## config.mk

```make
export PLATFORM = sky130hd
export DESIGN_NAME = truth_table_sweeper
export DESIGN_NICKNAME = d
export VERILOG_FILES = /design/src/rtl/truth_table_sweeper_pkg.sv /design/src/rtl/truth_table_sweeper_counter.sv /design/src/rtl/truth_table_sweeper.sv
export SDC_FILE = /design/constraint.sdc
export NUM_CORES = 1
export LEC_CHECK = 0
export CAP_MARGIN = 20
export CORE_MARGIN = 10
export CORE_UTILIZATION = 50
export CTS_CLUSTER_DIAMETER = 120
export DETAILED_ROUTE_END_ITERATION = 12
export GPL_TIMING_DRIVEN = 0
export PLACE_DENSITY_LB_ADDON = 0.05
export SLEW_MARGIN = 15
export SYNTH_ARGS = -nofsm -noshare
export SYNTH_HDL_FRONTEND = slang
export SYNTH_SLANG_ARGS = --single-unit
```

## constraint.sdc

```tcl
create_clock -name clk -period 3.7 [get_ports clk]
set_input_delay 0.74 -clock clk [delete_from_list [all_inputs] [get_ports clk]]
set_output_delay 0.74 -clock clk [all_outputs]
set_load 0.03 [all_outputs]
```

## src/rtl/truth_table_sweeper_pkg.sv

```systemverilog
`default_nettype none
// ============================================================================
// truth_table_sweeper_pkg : shared state encoding and width helpers
// Rev 1.0
// ============================================================================
package truth_table_sweeper_pkg;

  typedef enum logic [1:0] {
    ST_IDLE   = 2'd0,
    ST_DRIVE  = 2'd1,
    ST_SAMPLE = 2'd2,
    ST_DONE   = 2'd3
  } sweep_state_t;

  // Truth-table width (2^n) and error-counter width (n+1) for an n-input function
  function automatic int tt_bits(input int n);
    return 1 << n;
  endfunction

  function automatic int cnt_bits(input int n);
    return n + 1;
  endfunction

endpackage
`default_nettype wire

```

## src/rtl/truth_table_sweeper_counter.sv

```systemverilog
`default_nettype none
// ============================================================================
// truth_table_sweeper_counter : input-vector index plus per-vector settle timer
// Rev 1.0
// ============================================================================
module truth_table_sweeper_counter #(
  parameter int N_IN   = 4,
  parameter int SETTLE = 1
) (
  input  logic            clk,
  input  logic            rst_n,
  input  logic            load,
  input  logic            step,
  output logic [N_IN-1:0] idx,
  output logic            settle_done,
  output logic            last
);

  localparam int              SW            = (SETTLE > 1) ? $clog2(SETTLE) : 1;
  localparam logic [SW-1:0]   C_SETTLE_INIT = SW'(SETTLE - 1);

  logic [N_IN-1:0] r_idx;
  logic [SW-1:0]   r_settle;

  // Settle timer reloads with every new index and counts down to zero
  always_ff @(posedge clk or negedge rst_n) begin
    if (!rst_n) begin
      r_idx    <= '0;
      r_settle <= '0;
    end else if (load) begin
      r_idx    <= '0;
      r_settle <= C_SETTLE_INIT;
    end else if (step) begin
      r_idx    <= r_idx + N_IN'(1);
      r_settle <= C_SETTLE_INIT;
    end else if (r_settle != '0) begin
      r_settle <= r_settle - SW'(1);
    end
  end

  assign idx         = r_idx;
  assign settle_done = (r_settle == '0);
  assign last        = (r_idx == {N_IN{1'b1}});

endmodule
`default_nettype wire

```

## src/rtl/truth_table_sweeper.sv

```systemverilog
`default_nettype none
// ============================================================================
// truth_table_sweeper : sweeps all inputs of a combinational function and
//                       checks the sampled truth table against an expected one
// Rev 1.0
// ============================================================================
module truth_table_sweeper
  import truth_table_sweeper_pkg::*;
#(
  parameter int N_IN   = 4,
  parameter int SETTLE = 1
) (
  input  logic                         clk,
  input  logic                         rst_n,
  input  logic                         start,
  input  logic [tt_bits(N_IN)-1:0]     exp_tt,
  output logic [N_IN-1:0]              f_in,
  input  logic                         f_out,
  output logic                         busy,
  output logic                         done,
  output logic                         pass,
  output logic [cnt_bits(N_IN)-1:0]    err_cnt,
  output logic                         first_err_vld,
  output logic [N_IN-1:0]              first_err_idx,
  output logic [tt_bits(N_IN)-1:0]     cap_tt
);

  localparam int TT_W  = tt_bits(N_IN);
  localparam int CNT_W = cnt_bits(N_IN);

  sweep_state_t      r_state;
  sweep_state_t      w_state_nxt;
  logic [TT_W-1:0]   r_exp_q;
  logic [TT_W-1:0]   r_cap_tt;
  logic [CNT_W-1:0]  r_err_cnt;
  logic              r_first_vld;
  logic [N_IN-1:0]   r_first_idx;
  logic              r_pass;

  logic [N_IN-1:0]   w_idx;
  logic              w_settle_done;
  logic              w_last;
  logic              w_start_acc;
  logic              w_sample;
  logic              w_mismatch;
  logic [CNT_W-1:0]  w_err_nxt;

  assign w_start_acc = (r_state == ST_IDLE) && start;
  assign w_sample    = (r_state == ST_SAMPLE);
  assign w_mismatch  = (f_out != r_exp_q[w_idx]);
  assign w_err_nxt   = r_err_cnt + CNT_W'(w_mismatch);

  truth_table_sweeper_counter #(
    .N_IN   (N_IN),
    .SETTLE (SETTLE)
  ) u_counter (
    .clk         (clk),
    .rst_n       (rst_n),
    .load        (w_start_acc),
    .step        (w_sample && !w_last),
    .idx         (w_idx),
    .settle_done (w_settle_done),
    .last        (w_last)
  );

  always_ff @(posedge clk or negedge rst_n) begin
    if (!rst_n) begin
      r_state <= ST_IDLE;
    end else begin
      r_state <= w_state_nxt;
    end
  end

  always_comb begin
    w_state_nxt = r_state;
    case (r_state)
      ST_IDLE:   if (start) w_state_nxt = ST_DRIVE;
      ST_DRIVE:  if (w_settle_done) w_state_nxt = ST_SAMPLE;
      ST_SAMPLE: w_state_nxt = w_last ? ST_DONE : ST_DRIVE;
      ST_DONE:   w_state_nxt = ST_IDLE;
      default:   w_state_nxt = ST_IDLE;
    endcase
  end

  // pass is resolved on the final sample so it is already valid alongside done
  always_ff @(posedge clk or negedge rst_n) begin
    if (!rst_n) begin
      r_exp_q     <= '0;
      r_cap_tt    <= '0;
      r_err_cnt   <= '0;
      r_first_vld <= 1'b0;
      r_first_idx <= '0;
      r_pass      <= 1'b0;
    end else if (w_start_acc) begin
      r_exp_q     <= exp_tt;
      r_cap_tt    <= '0;
      r_err_cnt   <= '0;
      r_first_vld <= 1'b0;
      r_first_idx <= '0;
      r_pass      <= 1'b0;
    end else if (w_sample) begin
      r_cap_tt[w_idx] <= f_out;
      if (w_mismatch) begin
        r_err_cnt <= w_err_nxt;
        if (!r_first_vld) begin
          r_first_vld <= 1'b1;
          r_first_idx <= w_idx;
        end
      end
      if (w_last) begin
        r_pass <= (w_err_nxt == '0);
      end
    end
  end

  assign f_in          = w_idx;
  assign busy          = (r_state == ST_DRIVE) || (r_state == ST_SAMPLE);
  assign done          = (r_state == ST_DONE);
  assign pass          = r_pass;
  assign err_cnt       = r_err_cnt;
  assign first_err_vld = r_first_vld;
  assign first_err_idx = r_first_idx;
  assign cap_tt        = r_cap_tt;

endmodule
`default_nettype wire
```

==> impl_metrics.prom <==
# TYPE chip_impl_metric gauge
chip_impl_info{name="outcome",value="finished, final reports clean"} 1
chip_impl_metric{name="floorplan.core_area",unit="um2"} 5070
chip_impl_metric{name="syn_std_cell_area",unit="um2"} 2600
chip_impl_metric{name="cts.clk_slew.worst_paths",unit="ps"} 90
chip_impl_metric{name="post-route-drc-count",unit=""} 0
chip_impl_metric{name="final-instance-count-excl-fill",unit=""} 414
chip_impl_metric{name="critPathBufInv",unit=""} 1
chip_impl_metric{name="place.gp.congestion",unit=""} 0.853
chip_impl_metric{name="post-dp-hpwl",unit="um"} 4850
chip_impl_metric{name="die_height",unit="um"} 92.1
chip_impl_metric{name="period_minus_slack",unit="ps"} 3210
chip_impl_info{name="tritoncts",value="yes"} 1
chip_impl_metric{name="post-cts-setup-buffers",unit=""} 0
chip_impl_metric{name="area_growth_syn_to_layout",unit="%"} 26.9
chip_impl_metric{name="detail_route.vias_per_cell",unit=""} 5.37
chip_impl_metric{name="vias",unit=""} 2224
chip_impl_metric{name="grt_first_pass_wirelength",unit="um"} 11000
chip_impl_metric{name="post_place_cells",unit=""} 406
chip_impl_metric{name="worst_pin_slew",unit="ps"} 505
chip_impl_metric{name="report.power.total",unit="mW"} 2.39
chip_impl_metric{name="maximum_number_of_pins_on_one_net_before_global_route_repair",unit=""} 33
chip_impl_metric{name="ys_seq_elements",unit=""} 49
chip_impl_metric{name="syn-mean-instance-area",unit="um2"} 9.15
chip_impl_metric{name="cp_max_fo",unit=""} 10
chip_impl_metric{name="max_clock_freq",unit="MHz"} 312
chip_impl_info{name="critPathCaptureType",value="register"} 1
chip_impl_metric{name="gr-usage-all-layers",unit="%"} 15.6
chip_impl_metric{name="endpoint_arrival_time_on_the_critical_path",unit="ps"} 3390
chip_impl_metric{name="insertion_delay_of_the_later_clocked_pin_in_the_worst_skew_pair",unit="ps"} 310
chip_impl_metric{name="final_hold_viol_count",unit=""} 0
chip_impl_metric{name="synth_warnings",unit=""} 0
chip_impl_metric{name="rows",unit=""} 26
chip_impl_metric{name="finalMaxSlewViolations",unit=""} 0
chip_impl_metric{name="floorplan.die_area",unit="um2"} 8480
chip_impl_metric{name="synth_seq_area_share",unit="%"} 47.2
chip_impl_metric{name="post_cts_hold_buffer_count",unit=""} 0
chip_impl_metric{name="longest_individual_stage_delay_on_the_worst_path",unit="ps"} 530
chip_impl_info{name="critical_path.top_delay_family",value="compound AO/OA/AOI/OAI gates"} 1
chip_impl_info{name="cp-start-kind",value="register"} 1
chip_impl_metric{name="crit_required",unit="ps"} 3880
chip_impl_metric{name="timing.final.setup_violations",unit=""} 0
chip_impl_metric{name="groute.layer.met3.usage",unit="%"} 4.32
chip_impl_metric{name="numClockSinks",unit=""} 49
chip_impl_metric{name="cts_htree_levels",unit=""} 2
chip_impl_metric{name="setup_tns",unit="ps"} 0
chip_impl_metric{name="remaining_overflow_grt",unit=""} 0
chip_impl_metric{name="timing.max_cap.violations",unit=""} 0
chip_impl_metric{name="timing.slew.headroom",unit="%"} 66.3
chip_impl_metric{name="num_antenna_cells",unit=""} 0
chip_impl_info{name="critical-path-slowest-cell",value="dfrtp_1"} 1
chip_impl_metric{name="wire_per_inst",unit="um"} 15.7
chip_impl_info{name="crit_type",value="register to register"} 1
chip_impl_metric{name="floorplan.io_pins",unit=""} 53
chip_impl_metric{name="number_of_antenna_violations_at_the_first_check_in_global_routing",unit=""} 0
chip_impl_metric{name="global_route_track_usage_on_met1",unit="%"} 19.4
chip_impl_info{name="clock-root-buffer",value="clkbuf_8"} 1
chip_impl_metric{name="leak_pwr",unit="nW"} 1.59
chip_impl_metric{name="timing.final.crit_share",unit="%"} 86.7
chip_impl_metric{name="power.density_cell_area",unit="nW/um2"} 724
chip_impl_info{name="worstHoldPathType",value="input port to async pin"} 1
chip_impl_metric{name="vdd.ir_drop.worst",unit="uV"} 331
chip_impl_metric{name="drt_pass1_iterations",unit=""} 4
chip_impl_info{name="critical_path.cell_chain",value="buf_6 -> mux2i_1 -> a22oi_1 -> and2_1 -> a21oi_1 -> xnor2_1 -> ha_1 -> ha_1 -> nand2_1 -> o311ai_0 -> xnor2_1 -> nor2_1"} 1
chip_impl_metric{name="ant_nets",unit=""} 0
chip_impl_metric{name="cts_buffer_depth",unit=""} 2
chip_impl_metric{name="drive_gt1_share",unit="%"} 4.07
chip_impl_metric{name="fin_nets",unit=""} 373
chip_impl_metric{name="drt-total-wl",unit="um"} 6500
chip_impl_metric{name="floorplan.initialDensity",unit="%"} 51.2
chip_impl_metric{name="port_buffers",unit=""} 51
chip_impl_metric{name="post_synth_num_cell_types",unit=""} 32
chip_impl_metric{name="first_global_vias",unit=""} 2338
chip_impl_metric{name="grt.met2_usage",unit="%"} 26.2
chip_impl_info{name="grt-busiest-layer",value="met2"} 1
chip_impl_metric{name="detail_route.iter0.violations",unit=""} 131
chip_impl_metric{name="synth.net_count",unit=""} 314
chip_impl_metric{name="number_of_buffers_added_by_the_clock_tree_synthesis_step",unit=""} 5
chip_impl_metric{name="syn-instance-count",unit=""} 284
chip_impl_info{name="rsz_0062_raised_after_global_routing",value="false"} 1
chip_impl_metric{name="timing.hold.ws",unit="ps"} 356
chip_impl_metric{name="final_core_util",unit="%"} 65.0
chip_impl_metric{name="final.setup_skew",unit="ps"} 3.46
chip_impl_metric{name="number_of_resized_instances_in_the_post_cts_repair_step",unit=""} 0
chip_impl_metric{name="die_width",unit="um"} 92.1
-- cell families (layout without fill, tap and decap cells) --
group / count (synthesis) / in the layout / synth area share, %
flops: 49 / 49 / 47.2
buf+inv: 22 / 82 / 3.51
compound gates: 29 / 29 / 6.93
fa+ha+maj: 10 / 10 / 4.81
simple gates: 138 / 138 / 23.4
mux: 29 / 29 / 11.8
xor+xnor: 7 / 7 / 2.36
-- worst reg2reg max path: stages, from the launching register on --
cell and delay (ps):
dfrtp_1 530, buf_6 210, mux2i_1 90, a22oi_1 410, and2_1 280, a21oi_1 110, xnor2_1 210, ha_1 240
ha_1 250, nand2_1 90, o311ai_0 440, xnor2_1 170, nor2_1 50
-- flip-flops by register name, summed over array words and instances, names as in the netlist --
signal,flops
cap_tt,16
r_exp_q,16
err_cnt,5
first_err_idx,4
u_counter.idx,4
r_state,2
first_err_vld,1
pass,1
-- through the flow --
step,instance area (um2),worst slack (ps)
6_report,3300,491
5_1_grt,3300,182
4_1_cts,3300,540
3_5_place_dp,3210,482
3_3_place_gp,3200,439
2_1_floorplan,2600,811
-- report_power, final --
group / total (mW) / switching [mW] / internal (mW)
sequential: 0.843 / 0.136 / 0.707
combinational: 1.22 / 0.747 / 0.477
clock: 0.321 / 0.190 / 0.131
total: 2.39 / 1.07 / 1.31
-- layout make-up --
type	count	area (um2)
buffer	15	65.1
clock buffer	5	68.8
clock inverter	3	17.5
fill	467	1780
inverter	7	26.3
multi-input combinational	213	1280
sequential	49	1230
tap	70	87.6
timing repair buffer	52	526
-- layer usage --
layer | part of all wire, % | vias to the layer above
met5 | 0 | -
met4 | 0.88 | 0
met3 | 5.4 | 9
met2 | 48 | 58
met1 | 45 | 1074
li1 | - | 1083
-- placed cells by master, fill, tap and decap left out, drive strengths merged, types with 3 or more instances in the layout --
cell type      instances
xnor2                  7
o21ai                  5
buf                    6
nand3                 18
dfrtp                 49
clkdlybuf4s50         50
a21oi                 12
ha                    10
nand2                 62
inv                    7
nor2                  30
mux2i                 27
nand2b                 3
clkbuf                16
nand4                  8
nor2b                  4
nor3                   5
and2                   4
-- cell usage after synthesis --
cell      number  share of area, %
nand3_1       18               3.5
buf_1          2              0.29
mux4_2         1              0.87
a211oi_1       1              0.29
buf_6          1              0.43
a22oi_1        2              0.58
a21o_1         2              0.58
inv_1          7               1.0
a21oi_1       12               2.3
or3_1          1              0.24
o22a_1         1              0.34
xnor2_1        7               2.4
nor4_1         2              0.48
mux2i_1       27                10
and2_1         4              0.96
mux2_4         1              0.58
nand2b_1       3              0.72
dfrtp_1       49                47
o32a_1         1              0.39
nor2b_1        4              0.96
a211o_1        2              0.67
nand4_1        8               1.9
nand4b_1       1              0.34
nor2_1        30               4.3
nor3_1         5              0.96
nand2_1       62               9.0
ha_1          10               4.8
clkbuf_1      11               1.6
o311ai_0       1              0.34
a31oi_1        2              0.48
o21ai_0        5              0.96
buf_2          1              0.19
-- path summary, 6_finish.rpt --
kind / from / to / slack (ps) / depth (start not counted)
min in group clk: r_exp_q[7]$_DFFE_PN0P_ / r_exp_q[7]$_DFFE_PN0P_ / 480 / 2
worst min-delay path: rst_n / r_exp_q[1]$_DFFE_PN0P_ / 360 / 1
worst min register to register: r_exp_q[7]$_DFFE_PN0P_ / r_exp_q[7]$_DFFE_PN0P_ / 480 / 2
max in group asynchronous: rst_n / cap_tt[13]$_DFFE_PN0P_ / 2830 / 2
worst max register to register: u_counter.idx[1]$_DFFE_PN0P_ / err_cnt[2]$_DFFE_PN0P_ / 490 / 12
worst max-delay path: u_counter.idx[1]$_DFFE_PN0P_ / err_cnt[2]$_DFFE_PN0P_ / 490 / 12
(Power assumes the default switching activity.)
==> RTL edit: new RTL, config.mk and constraints unchanged <==
Put a register stage on the outputs `f_in`, `busy` and `done`. The values now appear one clock later. The other outputs are not delayed to match.
--- a/src/rtl/truth_table_sweeper.sv
+++ b/src/rtl/truth_table_sweeper.sv
@@ -115,5 +115,7 @@
 
-  assign f_in          = w_idx;
-  assign busy          = (r_state == ST_DRIVE) || (r_state == ST_SAMPLE);
-  assign done          = (r_state == ST_DONE);
+  always_ff @(posedge clk) begin
+    f_in <= w_idx;
+    busy <= (r_state == ST_DRIVE) || (r_state == ST_SAMPLE);
+    done <= (r_state == ST_DONE);
+  end
   assign pass          = r_pass;
Check against the original RTL: not equivalent (Yosys sat finds a counterexample within 4 cycles, from zero or initial values and one cycle with rst_n low).
==> RTL edit against the original RTL <==
Total power rose by 8.7%; worst hold slack better by 0.098 ns; cell area up 6.6%; sequential cell count increased by 6; routed wire length up 2.2%; worst setup slack improved by 0.073 ns; area after synthesis grew 6.4%; critical path type unchanged; largest power group unchanged.
==> RTL edit: results (changes against the original RTL) <==
[synth]
yosys-top-cells-count = nand2_1 (58), dfrtp_1 (49), nor2_1 (33)
synth_area_leaders = dfrtp_1 (44%), mux2i_1 (9.4%), nand2_1 (7.9%)
synth_cell_types = 36  ; +13%
ys_seq_area_share_pct = 48.7  ; +1.5 points
ys_warn_count = 0  ; unchanged
async_flop_share_pct = 89.1  ; -11 points
syn_avg_cell_area_um2 = 9.53  ; +4.2%
syn-num-nets = 320  ; +1.9%
synth-main-ff-cell = dfrtp_1

[timing]
post-route-min-period_ns = 3.14  ; -0.0725 ns
fin_skew_ns = 0.00615  ; +0.00269 ns
whs_ns = 0.455  ; +0.0985 ns
worst_pin_slew_ns = 0.694  ; +0.189 ns

[critical_path]
crit_path_top_delay_cell = mux4_2
worstPathMaxFanout = 10  ; unchanged
reg2reg_from = u_counter.idx[1]$_DFFE_PN0P_
cp_data_arrival_time_ns = 3.33  ; -0.06 ns
reg2reg_setup_slack_ns = 0.56  ; +0.07 ns
cp_slowest_stage_delay_ns = 0.57  ; +0.04 ns
crit_type = reg -> reg
reg2reg_depth = 13  ; +1
r2r_end = err_cnt[2]$_DFFE_PN0P_
cpLargestDelayFamily = multiplexers
cp-startpoint = u_counter.idx[1]$_DFFE_PN0P_

[clocking]
insertion_delay_ns = 0.31  ; about the same
clockBufferDepth = 2  ; unchanged
htreeDepth = 2  ; unchanged
path_clk_slew_ns = 0.10
postCtsSetupBuffers = 0  ; unchanged
cts-root-buf = clkbuf_8
cts_buffers = 5  ; unchanged
cts_resized = 0  ; unchanged

[layout]
drive_above_1_share_pct = 6.55  ; +2.5 points
fill_cells = 460  ; -1.5%
finish.net_count = 380  ; +1.9%
stdcell_count = 423  ; +2.2%
antenna-diode-count = 0  ; unchanged

[power_and_ir_drop]
leakage_nw = 1.68  ; +5.2%
worst_ir_drop_vdd_v = 0.000342  ; +3.2%
p_sw_mw = 1.08  ; +0.87%

[placed_design]
placed_cell_area_um2 = 3400  ; +5.8%
io_buffers = 52  ; +2.0%
dpl_worst_slack_ns = 0.580  ; +0.0988 ns
dp_hpwl_mm = 4.90  ; +1.2%
place_congestion = 0.859  ; +0.74%

[status]
status = finished clean

[global_route]
antenna_found_initial = 0  ; unchanged
grt_usage_pct = 15.5  ; -0.063 points
grt_pass1_vias = 2276  ; -2.7%
grt_pass1_wl_mm = 11.2  ; +1.2%
grt_max_degree = 29  ; -12%

[detailed_routing]
first_iter_violations = 116  ; -11%
avgViaCountPerCell = 5.30  ; -1.2%
dr.pass1.iters = 4  ; unchanged
wire_per_inst_um = 15.7  ; about the same

[hold_path]
min_path_type = in -> async

## RTL edit: metal layers
metal | share of wire (%) | GRT usage [%] | vias up | routed length (um)
li1 | - | - | 1105 | -
met4 | 0.83 | 4.18 | 0 | 55
met2 | 48 | 26.2 | 51 | 3210
met5 | 0 | 0 | - | 0
met3 | 5.4 | 3.97 | 5 | 360
met1 | 45 | 19.2 | 1083 | 3010
## RTL edit: logic make-up (layout without fill, tap and decap cells)
kind of cell | Yosys count | after routing | synth area share, %
AO/OA/AOI/OAI | 31 | 31 | 7.51
XOR/XNOR | 7 | 7 | 2.49
adder cells (fa/ha/maj) | 10 | 10 | 4.53
buffers and inverters | 20 | 81 | 3.80
flip-flops | 55 | 55 | 48.7
multiplexers | 28 | 28 | 10.6
AND/OR/NAND/NOR | 139 | 139 | 22.3
## RTL edit: layout make-up
cell class	count	area (um^2)	area share, %
plain buffers	14	82.6	2.35
clock buffers	6	82.6	2.35
clock inverters	2	35.0	0.997
inverters	6	22.5	0.641
multi-input cells	215	1310	37.3
flip-flops and latches	55	1350	38.3
well taps	72	90.1	2.56
repair buffers	53	543	15.5
## RTL edit: power by group through the flow
| stage | logic (mW) | registers [mW] | clock network (mW) |
|---|---|---|---|
| 2_1_floorplan | 0.674 | 1.09 | 0 |
| 3_3_place_gp | 1.22 | 0.945 | 0 |
| 3_5_place_dp | 1.23 | 0.951 | 0 |
| 4_1_cts | 1.24 | 0.939 | 0.431 |
| 5_1_grt | 1.35 | 0.966 | 0.451 |
| 6_report | 1.23 | 0.939 | 0.423 |
